$ cat src/rtl/board_pkg.sv
// -----------------------------------------------------------------------------
// board_pkg
//   Board-wide shared definitions: the system clock rate, the default timing
//   constants for push-button conditioning, and the button conditioner state
//   type.
// -----------------------------------------------------------------------------
package board_pkg;

    // Board oscillator frequency.
    localparam int unsigned CLK_FREQ_HZ = 100_000_000;

    // 10 ms of stable input qualifies a press or release edge.
    localparam int unsigned DEBOUNCE_CYCLES_DEFAULT   = CLK_FREQ_HZ / 100;

    // 1 s of holding after the press pulse qualifies a long press.
    localparam int unsigned LONG_PRESS_CYCLES_DEFAULT = CLK_FREQ_HZ;

    // Button conditioner FSM states.
    //   IDLE      : released, waiting for the synchronized input to go high
    //   PRESS_DEB : input high, counting stable samples before declaring a press
    //   HELD      : press qualified, waiting for the input to go low
    //   REL_DEB   : input low, counting stable samples before declaring release
    typedef enum logic [1:0] {
        IDLE      = 2'd0,
        PRESS_DEB = 2'd1,
        HELD      = 2'd2,
        REL_DEB   = 2'd3
    } btn_state_e;

endpackage

$ cat src/rtl/sync_ff.sv
// -----------------------------------------------------------------------------
// sync_ff
//   Two-flop synchronizer for bringing asynchronous board inputs into the clk
//   domain. Both flops clear to 0 on an asynchronous active-high reset.
//   Ports:
//     clk  : destination clock
//     rst  : asynchronous, active-high reset
//     d    : asynchronous input
//     q    : synchronized output (second flop)
// -----------------------------------------------------------------------------
module sync_ff #(
    parameter int unsigned WIDTH = 1
) (
    input  logic             clk,
    input  logic             rst,
    input  logic [WIDTH-1:0] d,
    output logic [WIDTH-1:0] q
);

    logic [WIDTH-1:0] meta_d, meta_q;
    logic [WIDTH-1:0] sync_d, sync_q;

    always_comb begin
        meta_d = d;
        sync_d = meta_q;
    end

    always_ff @(posedge clk or posedge rst) begin
        if (rst) begin
            meta_q <= '0;
            sync_q <= '0;
        end else begin
            meta_q <= meta_d;
            sync_q <= sync_d;
        end
    end

    assign q = sync_q;

endmodule

$ cat src/rtl/button_conditioner.sv
// -----------------------------------------------------------------------------
// button_conditioner
//   Synchronizes and debounces a raw push-button and produces a clean level
//   plus one-cycle PRESSED, RELEASED and LONG event pulses.
//   Parameters:
//     DEBOUNCE_CYCLES   : consecutive stable synchronized samples that qualify
//                         a press or release edge (>= 2)
//     LONG_PRESS_CYCLES : held cycles after the PRESSED pulse at which LONG
//                         fires (> DEBOUNCE_CYCLES)
//   Ports:
//     CLK      : board clock
//     RESET    : asynchronous, active-high reset
//     BUTTON   : raw, bouncing push-button level
//     LEVEL    : debounced level (1 while the press is qualified)
//     PRESSED  : one-cycle pulse on a qualified press
//     RELEASED : one-cycle pulse on a qualified release
//     LONG     : one-cycle pulse, at most once per press, on a long hold
// -----------------------------------------------------------------------------
module button_conditioner
    import board_pkg::*;
#(
    parameter int unsigned DEBOUNCE_CYCLES   = DEBOUNCE_CYCLES_DEFAULT,
    parameter int unsigned LONG_PRESS_CYCLES = LONG_PRESS_CYCLES_DEFAULT
) (
    input  logic CLK,
    input  logic RESET,
    input  logic BUTTON,
    output logic LEVEL,
    output logic PRESSED,
    output logic RELEASED,
    output logic LONG
);

    if (DEBOUNCE_CYCLES < 2 || LONG_PRESS_CYCLES <= DEBOUNCE_CYCLES) begin : g_bad_params
        $error("button_conditioner: need DEBOUNCE_CYCLES >= 2 and LONG_PRESS_CYCLES > DEBOUNCE_CYCLES");
    end

    // Terminal counts, 32-bit unsigned like the counters they are compared to.
    localparam logic [31:0] DEB_LAST  = 32'(DEBOUNCE_CYCLES - 1);
    localparam logic [31:0] LONG_LAST = 32'(LONG_PRESS_CYCLES - 1);
    localparam logic [31:0] LONG_PRE  = 32'(LONG_PRESS_CYCLES - 2);

    logic sync;

    sync_ff #(
        .WIDTH (1)
    ) u_sync (
        .clk (CLK),
        .rst (RESET),
        .d   (BUTTON),
        .q   (sync)
    );

    btn_state_e  state_d,      state_q;
    logic [31:0] deb_cnt_d,    deb_cnt_q;
    logic [31:0] long_cnt_d,   long_cnt_q;
    logic        long_fired_d, long_fired_q;
    logic        level_d,      level_q;
    logic        pressed_d,    pressed_q;
    logic        released_d,   released_q;
    logic        long_d,       long_q;

    always_comb begin
        state_d      = state_q;
        deb_cnt_d    = deb_cnt_q;
        long_cnt_d   = long_cnt_q;
        long_fired_d = long_fired_q;
        pressed_d    = 1'b0;
        released_d   = 1'b0;
        long_d       = 1'b0;

        // Long-press timing runs for the whole logical press, including
        // release-debounce intervals, and parks at its terminal count.
        if ((state_q == HELD || state_q == REL_DEB) && long_cnt_q < LONG_LAST) begin
            long_cnt_d = long_cnt_q + 32'd1;
        end

        case (state_q)
            IDLE: begin
                if (sync) begin
                    state_d   = PRESS_DEB;
                    deb_cnt_d = '0;
                end
            end

            PRESS_DEB: begin
                if (!sync) begin
                    state_d = IDLE;
                end else if (deb_cnt_q == DEB_LAST) begin
                    state_d      = HELD;
                    pressed_d    = 1'b1;
                    long_cnt_d   = '0;
                    long_fired_d = 1'b0;
                end else if (deb_cnt_q < DEB_LAST) begin
                    deb_cnt_d = deb_cnt_q + 32'd1;
                end
            end

            HELD: begin
                if (!sync) begin
                    state_d   = REL_DEB;
                    deb_cnt_d = '0;
                end
            end

            REL_DEB: begin
                // A bounce back high resumes HELD with long timing untouched.
                if (sync) begin
                    state_d = HELD;
                end else if (deb_cnt_q == DEB_LAST) begin
                    state_d    = IDLE;
                    released_d = 1'b1;
                end else if (deb_cnt_q < DEB_LAST) begin
                    deb_cnt_d = deb_cnt_q + 32'd1;
                end
            end

            default: begin
                state_d = IDLE;
            end
        endcase

        // LONG fires on the step into the terminal count. A release completing
        // on that same edge ends the press first, keeping the pulses exclusive.
        if ((state_q == HELD || state_q == REL_DEB) && long_cnt_q == LONG_PRE &&
            !long_fired_q && !released_d) begin
            long_d       = 1'b1;
            long_fired_d = 1'b1;
        end

        level_d = (state_d == HELD) || (state_d == REL_DEB);
    end

    always_ff @(posedge CLK or posedge RESET) begin
        if (RESET) begin
            state_q      <= IDLE;
            deb_cnt_q    <= '0;
            long_cnt_q   <= '0;
            long_fired_q <= 1'b0;
            level_q      <= 1'b0;
            pressed_q    <= 1'b0;
            released_q   <= 1'b0;
            long_q       <= 1'b0;
        end else begin
            state_q      <= state_d;
            deb_cnt_q    <= deb_cnt_d;
            long_cnt_q   <= long_cnt_d;
            long_fired_q <= long_fired_d;
            level_q      <= level_d;
            pressed_q    <= pressed_d;
            released_q   <= released_d;
            long_q       <= long_d;
        end
    end

    assign LEVEL    = level_q;
    assign PRESSED  = pressed_q;
    assign RELEASED = released_q;
    assign LONG     = long_q;

endmodule

$ cat config.mk
export PLATFORM = sky130hd
export DESIGN_NAME = button_conditioner
export DESIGN_NICKNAME = d
export VERILOG_FILES = /design/src/rtl/board_pkg.sv /design/src/rtl/sync_ff.sv /design/src/rtl/button_conditioner.sv
export SDC_FILE = /design/constraint.sdc
export NUM_CORES = 1
export LEC_CHECK = 0
export BUFFER_PORTS_ARGS = -buffer_cell sky130_fd_sc_hd__buf_2
export CAP_MARGIN = 20
export CELL_PAD_IN_SITES_DETAIL_PLACEMENT = 1
export CELL_PAD_IN_SITES_GLOBAL_PLACEMENT = 2
export CORE_MARGIN = 4
export CORE_UTILIZATION = 40
export DETAILED_ROUTE_END_ITERATION = 12
export PLACE_DENSITY_LB_ADDON = 0.1
export SETUP_SLACK_MARGIN = 0.3
export SLEW_MARGIN = 20
export SYNTH_ARGS = -nofsm -noshare
export SYNTH_HDL_FRONTEND = slang
export SYNTH_SLANG_ARGS = --single-unit
$ cat constraint.sdc
create_clock -name CLK -period 4.6 [get_ports CLK]
set_input_delay 0.46 -clock CLK [delete_from_list [all_inputs] [get_ports CLK]]
set_output_delay 0.46 -clock CLK [all_outputs]
set_load 0.005 [all_outputs]
* Word level (Yosys, flattened, before mapping) *
Index checks and enable logic that the tools add are counted.

word-level totals
  word-level logic and storage cells = 67
  output and inout bits = 4
  input bits = 3
  register bits = 73

cells by class
  $add $sub $neg = 2
  reduce and logical (&&, ||, !) cells = 14
  muxes and demuxes = 28
  equal/unequal tests = 11
  magnitude comparators = 2

operators with widths
  cell                     count
  $mux W32                 10
  $pmux W32 S4             1
  $add A32 B1 Y32 const B  2
  $eq A32 B20 Y1 const B   1
  $eq A32 B27 Y1 const B   1
  $lt A32 B20 Y1 const B   1
  $lt A32 B27 Y1 const B   1
  $mux W2                  6
  $mux W1                  10
  $eq A2 B2 Y1 const B     4
  $pmux W2 S4              1
  $reduce_bool A2 Y1       3
  $logic_and A1 B1 Y1      4
  $ne A2 B1 Y1 const B     2
  $ne A2 B2 Y1 const B     2
  $reduce_and A4 Y1        1
  $reduce_and A3 Y1        1
  $eq A2 B1 Y1 const B     1
  $logic_not A1 Y1         2
  $logic_not A2 Y1         1
  $logic_or A1 B1 Y1       2

* Depth between registers and ports, before layout *
Gate-level depths: netlist (run 1).

  depth after elaboration = 8
  mapped depth = 8

* Modules after synthesis *
From an unflattened synthesis (run 1), not the netlist that was laid out.

second synthesis, totals
  cell total of the unflattened synthesis = 361
  area, all modules = 3753.6 µm²

by module, submodules not included
  module              area an instance (µm²)  cells each  seq. area each (µm²)  instances
  button_conditioner  3699.8                  358         1751.7                1
  sync_ff             53.8                    3           50.0                  1

* Least setup slack after synthesis (run 1) *
OpenSTA, ideal clock, no wires.

  path type = register to register
  start = register deb_cnt_q[10]
  end = register long_fired_q
  arrival time = 2.011 ns
  required time = 4.481 ns
  library setup time = 0.119 ns
  setup slack = 2.470 ns
  stages on the path, launching flop included = 6
  period minus slack after synthesis = 2.130 ns
  path through = dfrtp_1 nor4_2 or4b_4 nor4_4 buf_6 o21ba_2

between the ends
  word-level cells in the longest chain between the ends = 8
  elaborated cells between the ends (all ways) = 11

RTL lines
  element                              RTL line                                             source
  start: declaration                   button_conditioner.sv:55                             logic [31:0] deb_cnt_d, deb_cnt_q;
  start signal: assignment             button_conditioner.sv:146                            deb_cnt_q <= deb_cnt_d;
  $eq A32 B20 Y1 *                     button_conditioner.sv:89, button_conditioner.sv:110
  $mux W1                              button_conditioner.sv:110                            end else if (deb_cnt_q == DEB_LAST) begin
  $mux W1                              button_conditioner.sv:108                            if (sync) begin
  $mux W1                              button_conditioner.sv:78                             case (state_q)
  $logic_not A1 Y1                     button_conditioner.sv:126                            !long_fired_q && !released_d) begin
  $logic_and A1 B1 Y1                  button_conditioner.sv:126
  $reduce_bool A2 Y1 (no source line)  -
  $reduce_and A3 Y1 (no source line)   -
  end signal: assignment               button_conditioner.sv:148                            long_fired_q <= long_fired_d;
  end: declaration                     button_conditioner.sv:57                             logic long_fired_d, long_fired_q;

Every way passes the cells marked *; elsewhere a longest branch is shown, timed or not.
A chain may end at the register's enable or synchronous reset.

* Worst setup path in the final report (run 1) *
Same ends and word-level chain as after synthesis.

==> summary.md, run 1 <==
| Metric | Value |
|---|---|
| Drt drc | `0` |
| Rows | `35` |
| Slew Viols, Final | `0` |
| Number of CTS-inserted buffers | `9` |
| Syn avg cell area | `9.81 µm²` |
| Post-layout min period | `2340 ps` |
| List of most frequent post-synthesis cells | `dfrtp_1, a21oi_1, or4_1` |
| # diodes | `0` |
| Cell taking the most area after synthesis | `dfrtp_1` |
| RSZ-0062 raised after global routing | `no` |
| PortBufs | `6` |
| Min-delay worst type | `in2reg` |
| First-pass GRT wire length | `16,100 µm` |
| Top cells by area, synth | `dfrtp_1, or4_1, a21oi_1` |
| Async SR Flop Fraction | `100%` |
| Overall power | `1180 µW` |
| Sequential power share | `54.7%` |
| Most common cell in the synthesized netlist | `dfrtp_1` |
| Cell variety after synth | `53` |
| Final Hold Fails | `0` |
| Clk pwr share | `41.8%` |
| Nature of the critical path endpoint | `flip-flop` |
| Cell Area, Placed | `3850 µm²` |
| Initial Util | `40.8%` |
| Post-CTS setup buffers | `0` |
| Critical Path Start | `deb_cnt_q[10]` |
| Global Route Usage Sum | `17.9%` |
| Die ar. | `11,000 µm²` |
| Design area | `4040 µm²` |
| CP peak stage delay | `560 ps` |
| Crit path max-delay cell type | `or4b_4` |
| Vias in the first global route | `3,133` |
| Main flop type after synthesis | `dfrtp_1` |
| Die Span Y | `105 µm` |
| CTS Root Cell | `clkbuf_8` |
| Required time worst endpoint | `4860 ps` |
| Drt total wl | `9000 µm` |
| Worst slew pin tran | `786 ps` |
| Combinational Power Share | `3.5%` |
| Gate Count Post-Synth | `381` |
| Outcome | `finished clean` |
| Area Overhead vs Synth | `8.21%` |
| Routed vias | `2,984` |
| Buffer and inverter count on the worst path | `1` |
| F_max | `427 MHz` |
| Worst path cell trace | `nor4_2 -> or4b_4 -> nor4_4 -> buf_4 -> o21ba_2` |
| Gr ovfl total | `0` |
| # fillers | `1,059` |
| #FFs+latches synth | `72` |
| R2R Setup Slk | `2260 ps` |
| Nets | `390` |
| Peak VDD IR | `0.125 mV` |
| Wirelength per Cell | `18.0 µm` |
| Fin crit share | `50.9%` |
| Pin count of the biggest net entering global routing | `43` |
| CTS resizes | `0` |
| Mapped Nets | `387` |
| DP HPWL | `6030 µm` |
| Reg2Reg Launch Point | `deb_cnt_q[10]` |
| Worst skew pair latency | `360 ps` |
| ANT nets after route | `0` |
| Sequential share of the synthesized area | `48.2%` |
| Share of cells above drive strength 1 | `12.1%` |
| Top cell type's share of synthesized area | `48.2%` |
| Leak | `0.00164 µW` |
| Clock tree buffer depth | `2` |
| First DRT Iteration DRCs | `50` |
| Worst Path Arrival | `2600 ps` |
| Register clock-pin slew on the reported worst setup and hold paths | `90 ps` |
| Core area | `9150 µm²` |
| Kind of cell adding the most delay to the critical path | `simple AND/OR/NAND/NOR gates` |
| Clock Skew | `8.02 ps` |
| Endpoints failing setup | `0` |
| Yosys warnings | `0` |
| Internal | `859 µW` |
| Multi-input gate area | `1830 µm²` |
| Crit path max fanout | `34` |
| Synthesized area | `3740 µm²` |
| Sw Share | `27.4%` |
| Setup TNS | `0 ps` |
| Initial antenna violation count | `0` |
| Ports | `7` |
| Slew headroom | `47.5%` |
| Register area | `1800 µm²` |
| Startpoint types | `flip-flop` |
| DR pass1 iterations | `4` |
| Switch Pwr | `324 µW` |
| Post-synth EDFFs | `0` |
| Min-delay src | `BUTTON` |
| Worst setup path category | `reg2reg` |
| P per Cell Area | `292 nW/µm²` |
| CTS tree | `done` |
| Die X | `105 µm` |
| Max cap viols | `0` |
| RD Place Congestion | `0.772` |
| Vias per cell | `5.97` |
| # clock sinks | `72` |
| Hold WS | `201 ps` |
| H-tree lvl count | `3` |
| Hold buffer count at CTS | `0` |
metal layers:
metal	track usage (%)	vias to the layer above	wire length, µm
li1	-	1450	-
met2	30.1	17	4440
met4	6.19	0	154
met3	2.66	12	133
met1	23.6	1505	4280
met5	0	-	0
layout by cell type (no fill, tap or decap), types with 3 or more instances in the layout:
| master | netlist | layout |
|---|---|---|
| inv_1 | 7 | 6 |
| clkbuf_8 | 0 | 9 |
| a21oi_2 | 2 | 3 |
| and3_1 | 10 | 10 |
| buf_4 | 1 | 4 |
| nor2_1 | 23 | 23 |
| o31ai_1 | 23 | 23 |
| nand3_1 | 21 | 21 |
| nand2b_1 | 3 | 3 |
| xnor2_1 | 9 | 9 |
| nand4_1 | 13 | 13 |
| and4_1 | 4 | 4 |
| nand2_1 | 22 | 22 |
| nor3_1 | 4 | 4 |
| o21ai_0 | 10 | 10 |
| ha_1 | 3 | 3 |
| a31o_2 | 3 | 3 |
| nor2b_1 | 5 | 5 |
| a21oi_1 | 36 | 35 |
| dfrtp_1 | 72 | 72 |
| and2_1 | 15 | 15 |
| nor4_1 | 9 | 9 |
| buf_2 | 5 | 6 |
| or4_1 | 25 | 25 |
| or3_1 | 10 | 10 |
worst paths after layout:
kind	endpoint	cells past startpoint
worst max-delay path	long_fired_q	5
worst min-delay path	u_sync.meta_q	1
worst max register to register	long_fired_q	5
worst min register to register	u_sync.q	0
max in group asynchronous	deb_cnt_q[8]	3
min in group asynchronous	PRESSED	2
power groups by stage:
| stage | clock network, µW | logic (µW) | registers (µW) |
|---|---|---|---|
| after detailed placement | 0 | 42.9 | 659 |
| after floorplan | 0 | 30.4 | 657 |
| after global placement | 0 | 41.9 | 659 |
| after global routing | 546 | 50.1 | 648 |
| after CTS | 514 | 43.5 | 647 |
| final | 494 | 41.5 | 647 |
sequential cells by signal, indices dropped and copies added, names as in the netlist:
| name | count |
|---|---|
| PRESSED | 1 |
| state_q | 1 |
| LONG | 1 |
| u_sync.meta_q | 1 |
| LEVEL | 1 |
| u_sync.q | 1 |
| deb_cnt_q | 32 |
| long_cnt_q | 32 |
| long_fired_q | 1 |
| RELEASED | 1 |
stage by stage:
step | util [%] | std cells | worst slack (ps)
2_1_floorplan | - | 381 | 2320
3_3_place_gp | 42.1 | 484 | 2220
3_5_place_dp | 42.1 | 484 | 2090
4_1_cts | 44.1 | 500 | 2060
5_1_grt | 44.2 | 500 | 2080
6_report | 44.2 | 500 | 2260
kinds of logic after synthesis:
kind of cell	Yosys count	share of synthesized area (%)
DFF	72	48.2
adders and majority gates	3	1.00
muxes	2	0.569
buffers and inverters	25	2.98
xor gates and xnor gates	9	2.11
and+or+nand+nor	184	30.4
AOI/OAI and AO/OA	86	14.7
cell type report:
cell class	instances	share of cell area, %
Multi-Input combinational cell	284	45.2
Clock buffer	9	3.06
Sequential cell	72	44.6
Tap cell	111	3.44
Clock inverter	7	1.58
Timing Repair Buffer	10	1.49
Inverter	7	0.681
(Power assumes the default switching activity.)
==> run 2, diff against run 1 <==
==> constraint.sdc (replaced) <==
create_clock -name CLK -period 2.3 [get_ports CLK]
set_input_delay 0.23 -clock CLK [delete_from_list [all_inputs] [get_ports CLK]]
set_output_delay 0.23 -clock CLK [all_outputs]
set_load 0.005 [all_outputs]
==> run 2 against run 1 <==
  * Worst hold slack improved by 170 ps
  * Wire length increased by 29%
  * Register-to-register slack got worse by 2200 ps
  * Cell count increased by 14%
  * Clock-buffer cell count unchanged
  * Die area unchanged
  * Critical path depth unchanged
  * Critical path type unchanged
  * Highest routed layer unchanged
==> summary.md, run 2 (synthesized netlist as in run 1, its figures left out) <==
| Metric | Value |
|---|---|
| Outcome | `finished clean` |
| Slew Viols, Final | `0` |
| Die X | `105 µm` |
| Initial Util | `40.8%` |
| Drt total wl | `11,600 µm` |
| Peak VDD IR | `0.316 mV` |
| Endpoints failing setup | `0` |
| Rows | `35` |
| M1 GR Usage | `25.2%` |
| Internal | `1950 µW` |
| Core area | `9150 µm²` |
| Final Hold Fails | `0` |
| Min-delay src | `u_sync.meta_q` |
| Met2 usage | `36.3%` |
| Cell Area, Placed | `4080 µm²` |
| Register clock-pin slew on the reported worst setup and hold paths | `90 ps` |
| Worst Path Arrival | `2510 ps` |
| Reg2Reg Launch Point | `long_cnt_q[31]` |
| Worst slew pin tran | `510 ps` |
| Sequential power share | `50.0%` |
| Crit path max fanout | `7` |
| # clock sinks | `72` |
| RR Endpoint | `long_cnt_q[25]` |
| Initial antenna violation count | `0` |
| Ports | `7` |
| Drt drc | `0` |
| Die ar. | `11,000 µm²` |
| P per Cell Area | `504 nW/µm²` |
| Global Route Usage Sum | `20.4%` |
| Combinational Power Share | `4.4%` |
| Clk pwr share | `45.6%` |
| GR peak layer | `met2` |
| Min-delay worst type | `reg2reg` |
| Largest registers | `deb_cnt_q x32, long_cnt_q x32` |
| DR pass1 iterations | `4` |
| # fillers | `1,013` |
| Die Span Y | `105 µm` |
| Post-layout min period | `2230 ps` |
| Register area | `1800 µm²` |
| Hold WS | `373 ps` |
| Non-filler cells, final | `570` |
| Multi-input gate area | `2230 µm²` |
| PortBufs | `6` |
| Clock Skew | `10.2 ps` |
| Fin crit share | `96.9%` |
| Share of cells above drive strength 1 | `39.0%` |
| Gr ovfl total | `0` |
| First-pass GRT wire length | `18,200 µm` |
| RSZ-0062 raised after global routing | `yes` |
| Worst Hold Path Cells | `0` |
| Wirelength per Cell | `20.4 µm` |
| Number of CTS-inserted buffers | `9` |
| # placed instances | `507` |
| Vias per cell | `6.04` |
| Slew headroom | `65.9%` |
| # diodes | `0` |
| Area Overhead vs Synth | `37.7%` |
| Design area | `5140 µm²` |
| GR Util met3 | `2.84%` |
| Nature of the critical path endpoint | `flip-flop` |
| Worst Hold Path EP | `u_sync.q` |
| Highest-count cells in the layout ignoring fill and taps | `dfrtp_1, buf_4, a21oi_2` |
| Worst setup path category | `reg2reg` |
| Routed vias | `3,442` |
| RD Place Congestion | `0.774` |
| CTS Root Cell | `clkbuf_8` |
| Setup TNS | `0 ps` |
| DP HPWL | `6520 µm` |
| Most common cell after layout, fill and taps aside | `dfrtp_1` |
| Worst skew pair latency | `360 ps` |
| Vias in the first global route | `3,597` |
| H-tree lvl count | `3` |
| R2R Setup Slk | `70 ps` |
| CTS tree | `done` |
| Clock tree buffer depth | `2` |
| First DRT Iteration DRCs | `96` |
| Leak | `0.00209 µW` |
| Required time worst endpoint | `2590 ps` |
| Nets | `460` |
| Switch Pwr | `646 µW` |
| Worst Reg-to-Reg Cells | `5` |
| Max cap viols | `0` |
| Startpoint types | `flip-flop` |
| F_max | `449 MHz` |
| Pin count of the biggest net entering global routing | `54` |
| ANT nets after route | `0` |
| Sw Share | `24.9%` |
-- run 2: cell count changes in the layout (fill, tap and decap cells not counted), sizes merged --
cell / before / now
clkbuf: 9 / 12
bufinv: 0 / 2
a21o: 1 / 2
buf: 10 / 71
clkdlybuf4s15: 0 / 1
dlygate4sd3: 0 / 2
clkinvlp: 2 / 1
or3: 10 / 11
inv: 10 / 9
o211a: 1 / 2
-- run 2: how the worst max path moves through the flow --
stage / from / endpoint / cells after the start
2_1_floorplan: long_cnt_q[31] / long_cnt_q[24] / 6
3_3_place_gp: deb_cnt_q[11] / long_fired_q / 5
3_5_place_dp: deb_cnt_q[11] / deb_cnt_q[4] / 5
4_1_cts: long_cnt_q[31] / long_cnt_q[25] / 5
5_1_grt: long_cnt_q[31] / long_cnt_q[25] / 5
6_report: long_cnt_q[31] / long_cnt_q[25] / 5
-- run 2: timing repair --
action | CTS | global route
setup endpoints to repair | 48 | 49
hold buffers | 2 | 0
resized for setup | 33 | 59
hold endpoints to repair | 20 | 0
pin swaps | 16 | 26
gates cloned | 4 | 4
buffers inserted | 25 | 12
-- run 2: power by group through the flow --
stage	combinational [µW]	sequential (µW)	clock [µW]
final	114	1300	1180
after global routing	128	1300	1270
after CTS	102	1290	1210
after detailed placement	95.4	1320	0
after global placement	92.9	1320	0
after floorplan	67.3	1310	0
-- run 2: per-layer routing --
metal	vias up	wire, µm
met3	20	220
met4	0	178
met2	36	6180
met5	-	0
met1	1796	5040
li1	1590	-
-- run 2: cell type report --
| class | instances | share of cell area [%] |
|---|---|---|
| sequential | 72 | 35.1 |
| timing repair buffer | 77 | 13.8 |
| clock inverter | 7 | 1.99 |
| inverter | 7 | 0.584 |
| tap | 111 | 2.70 |
| clock buffer | 9 | 2.41 |
| multi-input combinational | 287 | 43.4 |
-- run 2: critical path, stage by stage (launching register included) --
cell and delay (ps):
dfrtp_1 430, nor4_4 370, nand3_2 140, or4_4 550
or4_4 510, a21oi_2 160
-- run 2: per-stage QoR --
| stage | util (%) | setup slack, ps | total power (µW) |
|---|---|---|---|
| after floorplan | - | 191 | 1380 |
| after global placement | 44.6 | 107 | 1410 |
| after detailed placement | 44.6 | 87.0 | 1410 |
| after CTS | 51.6 | 163 | 2600 |
| after global routing | 56.2 | 28.7 | 2700 |
| final | 56.2 | 70.9 | 2590 |
